===== config.mk =====
export PLATFORM = sky130hd
export DESIGN_NAME = fc_result_reader
export DESIGN_NICKNAME = d
export VERILOG_FILES = /design/src/rtl/lenet_pkg.sv /design/src/rtl/fc_skid_fifo.sv /design/src/rtl/fc_result_reader.sv
export SDC_FILE = /design/constraint.sdc
export NUM_CORES = 1
export LEC_CHECK = 0
export CAP_MARGIN = 20
export CORE_MARGIN = 1.5
export CORE_UTILIZATION = 60
export CTS_BUF_LIST = sky130_fd_sc_hd__clkbuf_2
export CTS_CLUSTER_SIZE = 14
export DETAILED_ROUTE_END_ITERATION = 16
export HOLD_SLACK_MARGIN = 0.12
export PLACE_DENSITY = 0.95
export SYNTH_ARGS = -nofsm -noshare
export SYNTH_HDL_FRONTEND = slang
export SYNTH_HIERARCHICAL = 1
export SYNTH_SLANG_ARGS = --single-unit

===== constraint.sdc =====
create_clock -name clk -period 4.7 [get_ports clk]
set_clock_uncertainty 0.2 [all_clocks]
set_input_delay 0.94 -clock clk [delete_from_list [all_inputs] [get_ports clk]]
set_output_delay 0.94 -clock clk [all_outputs]
set_load 0.02 [all_outputs]

===== src/rtl/lenet_pkg.sv =====
// rtl/lenet_pkg.sv - shared LeNet widths, layer map sizes and reader state encoding
package lenet_pkg;

    localparam int DATA_WIDTH = 16;

    localparam int FC1_OUT = 120;
    localparam int FC2_OUT = 84;
    localparam int FC3_OUT = 10;

    localparam logic [1:0] ST_IDLE_ENC  = 2'd0;
    localparam logic [1:0] ST_READ_ENC  = 2'd1;
    localparam logic [1:0] ST_DRAIN_ENC = 2'd2;
    localparam logic [1:0] ST_DONE_ENC  = 2'd3;

    typedef enum logic [1:0] {
        ST_IDLE  = ST_IDLE_ENC,
        ST_READ  = ST_READ_ENC,
        ST_DRAIN = ST_DRAIN_ENC,
        ST_DONE  = ST_DONE_ENC
    } reader_state_t;

endpackage


===== src/rtl/fc_skid_fifo.sv =====
// rtl/fc_skid_fifo.sv - two-entry skid FIFO of {index, data, last} for the result stream
module fc_skid_fifo
    import lenet_pkg::*;
#(
    parameter int DW = DATA_WIDTH,
    parameter int AW = 7
) (
    input  logic                 clk,
    input  logic                 rst,
    input  logic                 flush,
    input  logic                 push,
    input  logic [AW-1:0]        push_index,
    input  logic signed [DW-1:0] push_data,
    input  logic                 push_last,
    input  logic                 pop,
    output logic [1:0]           count,
    output logic                 head_valid,
    output logic [AW-1:0]        head_index,
    output logic signed [DW-1:0] head_data,
    output logic                 head_last
);

    logic [AW-1:0]        idx_mem  [2];
    logic signed [DW-1:0] data_mem [2];
    logic [1:0]           last_mem;
    logic                 wr_ptr;
    logic                 rd_ptr;
    logic                 do_push;
    logic                 do_pop;

    // A push into a full FIFO is only taken when the head leaves in the same cycle.
    assign do_pop  = pop && (count != 2'd0);
    assign do_push = push && ((count != 2'd2) || do_pop);

    always_ff @(posedge clk) begin
        if (rst) begin
            count    <= 2'd0;
            wr_ptr   <= 1'b0;
            rd_ptr   <= 1'b0;
            last_mem <= 2'b00;
            for (int i = 0; i < 2; i++) begin
                idx_mem[i]  <= '0;
                data_mem[i] <= '0;
            end
        end else if (flush) begin
            count  <= 2'd0;
            wr_ptr <= 1'b0;
            rd_ptr <= 1'b0;
        end else begin
            if (do_push) begin
                idx_mem[wr_ptr]  <= push_index;
                data_mem[wr_ptr] <= push_data;
                last_mem[wr_ptr] <= push_last;
                wr_ptr           <= ~wr_ptr;
            end
            if (do_pop) begin
                rd_ptr <= ~rd_ptr;
            end
            count <= count + {1'b0, do_push} - {1'b0, do_pop};
        end
    end

    assign head_valid = (count != 2'd0);
    assign head_index = idx_mem[rd_ptr];
    assign head_data  = data_mem[rd_ptr];
    assign head_last  = last_mem[rd_ptr];

endmodule


===== src/rtl/fc_result_reader.sv =====
// rtl/fc_result_reader.sv - drains an FC output buffer as a stream and tracks signed argmax
module fc_result_reader
    import lenet_pkg::*;
#(
    parameter int DATA_WIDTH = lenet_pkg::DATA_WIDTH,
    parameter int OUT_MAP    = FC2_OUT,
    parameter int ADDR_WIDTH = 7,
    parameter int BUF_DEPTH  = 2
) (
    input  logic                         clk,
    input  logic                         rst,
    input  logic                         start,
    output logic [ADDR_WIDTH-1:0]        rd_addr,
    output logic                         rd_en,
    input  logic signed [DATA_WIDTH-1:0] rd_data,
    output logic                         out_valid,
    input  logic                         out_ready,
    output logic signed [DATA_WIDTH-1:0] out_data,
    output logic [ADDR_WIDTH-1:0]        out_index,
    output logic                         out_last,
    output logic [ADDR_WIDTH-1:0]        max_index,
    output logic signed [DATA_WIDTH-1:0] max_value,
    output logic                         done
);

    localparam logic [ADDR_WIDTH-1:0] LAST_ADDR = ADDR_WIDTH'(OUT_MAP - 1);

    reader_state_t               state;
    logic                        start_d;
    logic                        rd_pending;
    logic [ADDR_WIDTH-1:0]       pend_addr;
    logic [1:0]                  fifo_count;
    logic                        fifo_valid;
    logic [ADDR_WIDTH-1:0]       fifo_index;
    logic signed [DATA_WIDTH-1:0] fifo_data;
    logic                        fifo_last;
    logic                        pop;
    logic                        abort;
    logic                        credit_ok;

    assign pop   = fifo_valid && out_ready;
    assign abort = !start && ((state == ST_READ) || (state == ST_DRAIN));

    // Credit counts the word on rd_data that lands next edge; the read strobe is
    // combinational so a two-deep FIFO still sustains one word per cycle.
    assign credit_ok = ({1'b0, fifo_count} + {2'b00, rd_pending} - {2'b00, pop})
                       < 3'(BUF_DEPTH);
    assign rd_en     = (state == ST_READ) && start && credit_ok;

    fc_skid_fifo #(
        .DW (DATA_WIDTH),
        .AW (ADDR_WIDTH)
    ) u_fifo (
        .clk        (clk),
        .rst        (rst),
        .flush      (abort),
        .push       (rd_pending),
        .push_index (pend_addr),
        .push_data  (rd_data),
        .push_last  (pend_addr == LAST_ADDR),
        .pop        (pop),
        .count      (fifo_count),
        .head_valid (fifo_valid),
        .head_index (fifo_index),
        .head_data  (fifo_data),
        .head_last  (fifo_last)
    );

    assign out_valid = fifo_valid;
    assign out_data  = fifo_data;
    assign out_index = fifo_index;
    assign out_last  = fifo_last;

    always_ff @(posedge clk) begin
        // Follows start through reset so a level held across reset cannot retrigger.
        start_d <= start;
        if (rst) begin
            state      <= ST_IDLE;
            rd_addr    <= '0;
            rd_pending <= 1'b0;
            pend_addr  <= '0;
            done       <= 1'b0;
            max_index  <= '0;
            max_value  <= '0;
        end else begin
            rd_pending <= rd_en;
            pend_addr  <= rd_addr;
            case (state)
                ST_IDLE: begin
                    if (start && !start_d) begin
                        state     <= ST_READ;
                        rd_addr   <= '0;
                        done      <= 1'b0;
                        max_index <= '0;
                        max_value <= '0;
                    end
                end
                ST_READ: begin
                    if (!start) begin
                        state     <= ST_IDLE;
                        rd_addr   <= '0;
                        max_index <= '0;
                        max_value <= '0;
                    end else if (rd_en) begin
                        if (rd_addr == LAST_ADDR) begin
                            state <= ST_DRAIN;
                        end else begin
                            rd_addr <= rd_addr + ADDR_WIDTH'(1);
                        end
                    end
                end
                ST_DRAIN: begin
                    if (!start) begin
                        state     <= ST_IDLE;
                        rd_addr   <= '0;
                        max_index <= '0;
                        max_value <= '0;
                    end else if (pop && fifo_last) begin
                        state <= ST_DONE;
                        done  <= 1'b1;
                    end
                end
                ST_DONE: begin
                    if (!start) begin
                        state <= ST_IDLE;
                        done  <= 1'b0;
                    end
                end
                default: state <= ST_IDLE;
            endcase

            // Index 0 seeds the tracker; strict compare keeps the lowest index on ties.
            if (pop && !abort) begin
                if ((fifo_index == '0) || (fifo_data > max_value)) begin
                    max_value <= fifo_data;
                    max_index <= fifo_index;
                end
            end
        end
    end

endmodule


# Word-level counts from Yosys, hierarchy flattened
# Memory sizes are Yosys's and may differ from the RTL's. A register that Yosys moved wholly into a read port is not among the register bits.
# Index checks and enable logic that the tools add are counted.
[totals] register_bits=48 latchBits=0 ramBits=46 romBits=0 inputBits=20 word_cells=121 mem_count=2
[op_classes] add_sub_neg=5 mul=0 div_mod_pow=0 order_cmp=5 eq_ne=15 n_shift=0 muxes=50 bitwise_logic=3 reduce_logical=29
[memory_table] memory="u_fifo.data_mem" depth=2 word_bits=16 rd=1 rd_ports_with_merged_regs=1 write_ports=2 line="fc_skid_fifo.sv:24" rtl="logic signed [DW-1:0] data_mem [2];"
[memory_table] memory="u_fifo.idx_mem" depth=2 word_bits=7 rd=1 rd_ports_with_merged_regs=1 write_ports=2 line="fc_skid_fifo.sv:23" rtl="logic [AW-1:0] idx_mem [2];"
[op_table] cell="2-to-1 mux 16 bit" n=5
[op_table] cell="2-to-1 mux 7 bit" n=10
[op_table] cell="one-hot mux 16 bit (2 select lines)" n=1
[op_table] cell="2-to-1 mux 1 bit" n=21
[op_table] cell="one-hot mux 7 bit (3 select lines)" n=1
[op_table] cell="> comparator 16 bit" n=1
[op_table] cell="OR reduction 16 bit" n=1
[op_table] cell="AND reduction 5 bit" n=3
[op_table] cell="== test 7 bit, second input constant" n=2
[op_table] cell="2-to-1 mux 2 bit" n=7
[op_table] cell="one-hot mux 7 bit (2 select lines)" n=1
[op_table] cell="logical AND 1 bit" n=10
[op_table] cell="inequality test 2 bit, second input constant" n=5
[op_table] cell="one-hot mux 2 bit (4 select lines)" n=1
[op_table] cell="adder 7 x 1 -> 7 bit, second input constant" n=1
[op_table] cell="zero test 7 bit" n=1
[op_table] cell="OR reduction 7 bit" n=1
[op_table] cell="inequality test 3 x 2 -> 1 bit, second input constant" n=2
[op_table] cell="inequality test 3 bit, second input constant" n=2
[op_table] cell="nonzero test 3 bit" n=2
[op_table] cell="== test 2 bit, second input constant" n=2
[op_table] cell="< comparator 1 x 2 -> 1 bit, second input constant" n=2
[op_table] cell="OR reduction 2 bit" n=2
[op_table] cell="adder 2 x 1 -> 3 bit" n=1
[op_table] cell="16 further kinds" n=22

# Logic depth before layout (Yosys ltp)
[depth] word_depth=11 ltp_mapped=12

# Cells and area by module
# Netlist, hierarchy kept.
[by_module_without_submodules] mod="fc_skid_fifo" instances=1 cells_per_inst=159 area_each_um2=2377.3 seq_area_each_um2=1521.5
[by_module_without_submodules] mod="fc_result_reader" instances=1 cells_per_inst=248 area_each_um2=2275.9 seq_area_each_um2=840.8

# Worst setup path before layout
# Ideal clock, no wire load.
[synth_path] path_kind="input port to output port" start="input port out_ready" end="output port rd_en" t_arrival_ps=2394 t_required_ps=3560 path_slack_ps=1166 stages=7 path_buffers=0 cell_sequence="and2_1 > ha_1 > nor2b_1 > fa_1 > xor2_1 > nand2_1 > nor2_1"
[synth_between] elab_chain_cells=4
[synth_rtl] item="start, declared" line="fc_result_reader.sv:17" rtl="input logic out_ready,"
[synth_rtl] item="logical AND 1 bit" line="fc_result_reader.sv:41" rtl="assign pop = fifo_valid && out_ready;"
[synth_rtl] item="subtractor 3 x 1 -> 3 bit" line="fc_result_reader.sv:46" rtl="assign credit_ok = ({1'b0, fifo_count} + {2'b00, rd_pending} - {2'b00, pop})"
[synth_rtl] item="< comparator 3 x 2 -> 1 bit" line="fc_result_reader.sv:47" rtl="< 3'(BUF_DEPTH);"
[synth_rtl] item="logical AND 1 bit" line="fc_result_reader.sv:48" rtl="assign rd_en = (state == ST_READ) && start && credit_ok;"
[synth_rtl] item="end, declared" line="fc_result_reader.sv:14" rtl="output logic rd_en,"
# No other way between the ends.

# Worst setup path in the final report
[layout_path] start="input port out_ready" end="output port rd_en"
[layout_between] elab_chain_cells=4
[layout_rtl] item="logical AND 1 bit" line="fc_result_reader.sv:41"
[layout_rtl] item="via pop" line="fc_result_reader.sv:37" rtl="logic pop;"
[layout_rtl] item="subtractor 3 x 1 -> 3 bit" line="fc_result_reader.sv:46"
[layout_rtl] item="< comparator 3 x 2 -> 1 bit" line="fc_result_reader.sv:47"
[layout_rtl] item="logical AND 1 bit" line="fc_result_reader.sv:48"
# The timed path passes the listed nets, and every way through them passes these cells.

==> impl_summary.txt <==
----------------------------------------------------
[Layout]
  Antenna cell count ... 0
  Share of post-route cells with drive strength above 1 ... 0.123
  Growth of design area from synthesis to finish ... 20.0%
  FF/Latch Area ... 2360 sq um
  Final cell count without fillers ... 588
  Fill cell instance count of the final layout ... 498
  Multi-input gate area ... 2080 sq um
  Layout net count ... 529

[Die]
  Starting utilization of the core area ... 0.631
  Die Wd ... 91.1 um
  Chip Height ... about 90 um
  Area inside the core boundary ... 7370 sq um
  Rows ... 31
  Boundary pin count ... 77
  Die area ... just over 8000 sq um

[GRT]
  Wire length of the first global-routing pass ... 17000 um
  GRT Total Usage ... 0.259
  Pin count of the biggest net entering global routing ... 30
  Antenna violations before repair ... 0
  Vias in the first global route ... between 3000 and 4000
  GRT overflow ... 0

[Logic synthesis]
  Register bit total from synthesis ... 95
  Asr flop ratio synth ... 0
  Dominant cell type by area after synthesis ... sky130_fd_sc_hd__edfxtp_1
  Share of the yosys chip area belonging to registers ... 0.508
  Synthesized area divided by synthesized cell count ... 11.4 sq um
  Number of flops mapped to enable cells by yosys ... 46
  Post-synthesis cell area ... 4650 sq um
  Fraction of synthesized cell area taken by the top area cell type ... 0.297
  Unique masters post-synth ... 50
  Ys flop type ... sky130_fd_sc_hd__dfxtp_1
  Yosys synthesis warning count ... 6
  Count of mapped cells out of synthesis ... 407
  Net Count, Synth ... approximately 450
  Top post-synthesis cells by area ... sky130_fd_sc_hd__edfxtp_1 30%, sky130_fd_sc_hd__dfxtp_1 21%, sky130_fd_sc_hd__and2_1 6.7%

[Drt]
  Count of nets left with antenna violations after detail routing ... 0
  Post-detailed-route wirelength per cell ... 17.5 um
  Drt first-iter violations ... 170
  Detailed-route DRC error count ... 0
  Final WL ... 10300 um
  Post-DR vias/cell ... 5.81
  Via total after detailed routing ... 3416
  First drt pass iteration count ... 4

[Worst setup path]
  Termination of the worst setup path ... rd_en
  Critical Path End Type ... primary output
  Cells on worst reg2reg path ... 8
  Worst-case register-to-register setup slack ... 0.70 ns
  Worst Setup Path Type ... in -> out
  Crit path max fanout ... 2
  Worst setup startpoint ... out_ready
  Category of the worst setup path launch point ... input port
  CP Data Arrival Time ... 3.28 ns
  WP data required ... around 3.6 ns
  Reg2Reg Capture Point ... max_index[4]

[Clock tree]
  TritonCTS clock tree ... done
  Max Root-Sink Buffers ... 2
  Maximum level of the CTS H-tree ... 3
  Number of hold buffers added after CTS ... 0
  Total number of clock tree sinks ... 95
  Number of setup buffers added after CTS ... 0
  Clock slew at the register clock pins of the worst setup and hold paths ... 0.26 ns
  Clock root buffer ... sky130_fd_sc_hd__clkbuf_2
  CTS resizes ... 0
  CTS Buf Count ... 9
  Worst-Skew Late Latency ... 0.55 ns

[Timing]
  Setup violations, final ... 0
  Final hold viol count ... 0
  Fmax ... 226 MHz
  Final critical delay including setup and external delays ... 4.42 ns
  Final Max Slew Viols ... 0
  Worst rel slew slack ... 0.264
  Final critical-path share of the clock period ... 0.940
  Setup repair after global routing missed its margin ... false
  Sum Neg Setup Slack ... 0 ns
  Worst-margin pin slew ... about 1.1 ns

[Place]
  Final weighted congestion in routability-driven placement ... 0.774
  Count of port buffers added during placement ... 76
  Sum of net half-perimeters after detailed placement ... 7340 um
  Placed cell count ... 572

[Power and ir drop]
  Total power density per cell area ... 276 nW/um^2
  Lkg Pwr ... 2.04 nW
  Worst IR Drop VDD ... ~0.00019 V

[Outcome]
  Run status ... complete, no violations

[Run]
  Count of max-cap constraint violations ... 0

[Worst hold path]
  Worst Hold Class ... reg -> reg

----------------------------------------------------
==> layout by cell type (no fill, tap or decap), drive strengths merged, types with 5 or more instances in the layout <==
| master | synthesis | routed |
|---|---|---|
| a21oi | 11 | 11 |
| a32o | 16 | 16 |
| and2 | 50 | 50 |
| clkbuf | 4 | 10 |
| clkdlybuf4s50 | 0 | 76 |
| dfxtp | 49 | 49 |
| edfxtp | 46 | 46 |
| ha | 24 | 24 |
| inv | 27 | 28 |
| mux2 | 24 | 24 |
| mux2i | 11 | 11 |
| nand2 | 31 | 31 |
| nor2 | 13 | 13 |
| nor2b | 11 | 11 |
| nor3 | 10 | 10 |
| o211ai | 7 | 7 |
| or3 | 9 | 9 |
| xnor2 | 5 | 5 |
==> synth_stat cells, types with 3 or more instances <==
| cell type | n |
|---|---|
| sky130_fd_sc_hd__nor2_1 | 13 |
| sky130_fd_sc_hd__and2_1 | 50 |
| sky130_fd_sc_hd__or2_2 | 3 |
| sky130_fd_sc_hd__nand4_1 | 3 |
| sky130_fd_sc_hd__buf_6 | 7 |
| sky130_fd_sc_hd__edfxtp_1 | 46 |
| sky130_fd_sc_hd__a32o_1 | 16 |
| sky130_fd_sc_hd__mux2i_1 | 11 |
| sky130_fd_sc_hd__nor3_1 | 10 |
| sky130_fd_sc_hd__or3_1 | 8 |
| sky130_fd_sc_hd__o21ai_0 | 4 |
| sky130_fd_sc_hd__a211oi_1 | 3 |
| sky130_fd_sc_hd__nand3_1 | 4 |
| sky130_fd_sc_hd__nand2b_1 | 3 |
| sky130_fd_sc_hd__a21oi_1 | 10 |
| sky130_fd_sc_hd__ha_1 | 24 |
| sky130_fd_sc_hd__o211ai_1 | 5 |
| sky130_fd_sc_hd__buf_2 | 3 |
| sky130_fd_sc_hd__o21a_1 | 3 |
| sky130_fd_sc_hd__mux2_2 | 24 |
| sky130_fd_sc_hd__inv_1 | 27 |
| sky130_fd_sc_hd__nor2b_1 | 11 |
| sky130_fd_sc_hd__clkbuf_1 | 4 |
| sky130_fd_sc_hd__dfxtp_1 | 49 |
| sky130_fd_sc_hd__nand2_1 | 31 |
| sky130_fd_sc_hd__xnor2_1 | 5 |
==> metrics by stage <==
step / power (mW) / hold slack [ns] / worst slack [ns] / util / cell area (sq um)
5_1_grt: 1.60 / 0.325 / 0.0785 / 0.758 / 5580
3_5_place_dp: 1.15 / 0.261 / 0.276 / 0.741 / 5460
2_1_floorplan: 1.06 / 0.245 / 1.17 / - / 4650
3_3_place_gp: 1.14 / 0.248 / 0.364 / 0.741 / 5460
6_report: 1.54 / 0.295 / 0.282 / 0.758 / 5580
4_1_cts: 1.54 / 0.287 / 0.253 / 0.758 / 5580
==> worst max-delay path, stage by stage <==
cell and delay, ns:
sky130_fd_sc_hd__clkdlybuf4s50_1 0.42, sky130_fd_sc_hd__and2_1 0.16, sky130_fd_sc_hd__ha_1 0.27, sky130_fd_sc_hd__nor2b_1 0.05, sky130_fd_sc_hd__fa_1 0.41, sky130_fd_sc_hd__xor2_1 0.21
sky130_fd_sc_hd__nand2_1 0.10, sky130_fd_sc_hd__nor2_1 0.11, sky130_fd_sc_hd__clkdlybuf4s50_1 0.61
==> how the worst min path moves through the flow <==
stage | from | endpoint | slack, ns | cells after the start
floorplan | u_fifo/last_mem[1] | u_fifo/last_mem[1] | 0.24 | 2
global placement | max_index[1] | max_index[1] | 0.25 | 2
detailed placement | max_index[5] | max_index[5] | 0.26 | 2
CTS | max_index[5] | max_index[5] | 0.29 | 2
global route | max_index[0] | max_index[0] | 0.33 | 2
finish | max_index[5] | max_index[5] | 0.29 | 2
==> routing by layer <==
metal | GRT usage | vias to the layer above | wire length, um | part of all wire
met3 | 0.0419 | 17 | 578 | 0.056
met1 | 0.308 | 1655 | 4030 | 0.39
met5 | 0 | - | 0 | 0
met2 | 0.465 | 136 | 5520 | 0.54
met4 | 0.102 | 0 | 151 | 0.015
li1 | - | 1608 | - | -
==> where the power goes <==
part / switching (mW) / internal, mW / leakage (nW)
logic: 0.133 / 0.0949 / 1.10
registers: 0.0126 / 0.894 / 0.869
clock network: 0.278 / 0.127 / 0.0677
==> final cells by class <==
| type | count | share of cell area |
|---|---|---|
| clock inverters | 6 | 0.0123 |
| flip-flops and latches | 95 | 0.423 |
| clock buffers | 10 | 0.00896 |
| multi-input cells | 270 | 0.373 |
| inverters | 28 | 0.0188 |
| well taps | 99 | 0.0222 |
| repair buffers | 80 | 0.142 |
==> kinds of logic (layout without fill, tap and decap cells) <==
kind of cell / count (synthesis) / after routing / share of synthesized area
buffers and inverters: 42 / 124 / 0.0460
xor gates and xnor gates: 6 / 6 / 0.0113
DFF: 95 / 95 / 0.508
and+or+nand+nor: 153 / 153 / 0.193
AOI/OAI and AO/OA: 51 / 51 / 0.0917
muxes: 35 / 35 / 0.0817
adders and majority gates: 25 / 25 / 0.0688
==> registers in the layout, indices dropped and copies added (netlist names), named ones only <==
name,count
u_fifo/data_mem,32
pend_addr,7
u_fifo/last_mem,2
done,1
u_fifo/count,2
max_value,16
state,2
u_fifo/wr_ptr,1
start_d,1
u_fifo/rd_ptr,1
max_index,7
rd_addr,7
rd_pending,1
u_fifo/idx_mem,14
No activity file was read; power rests on OpenSTA's default activity.
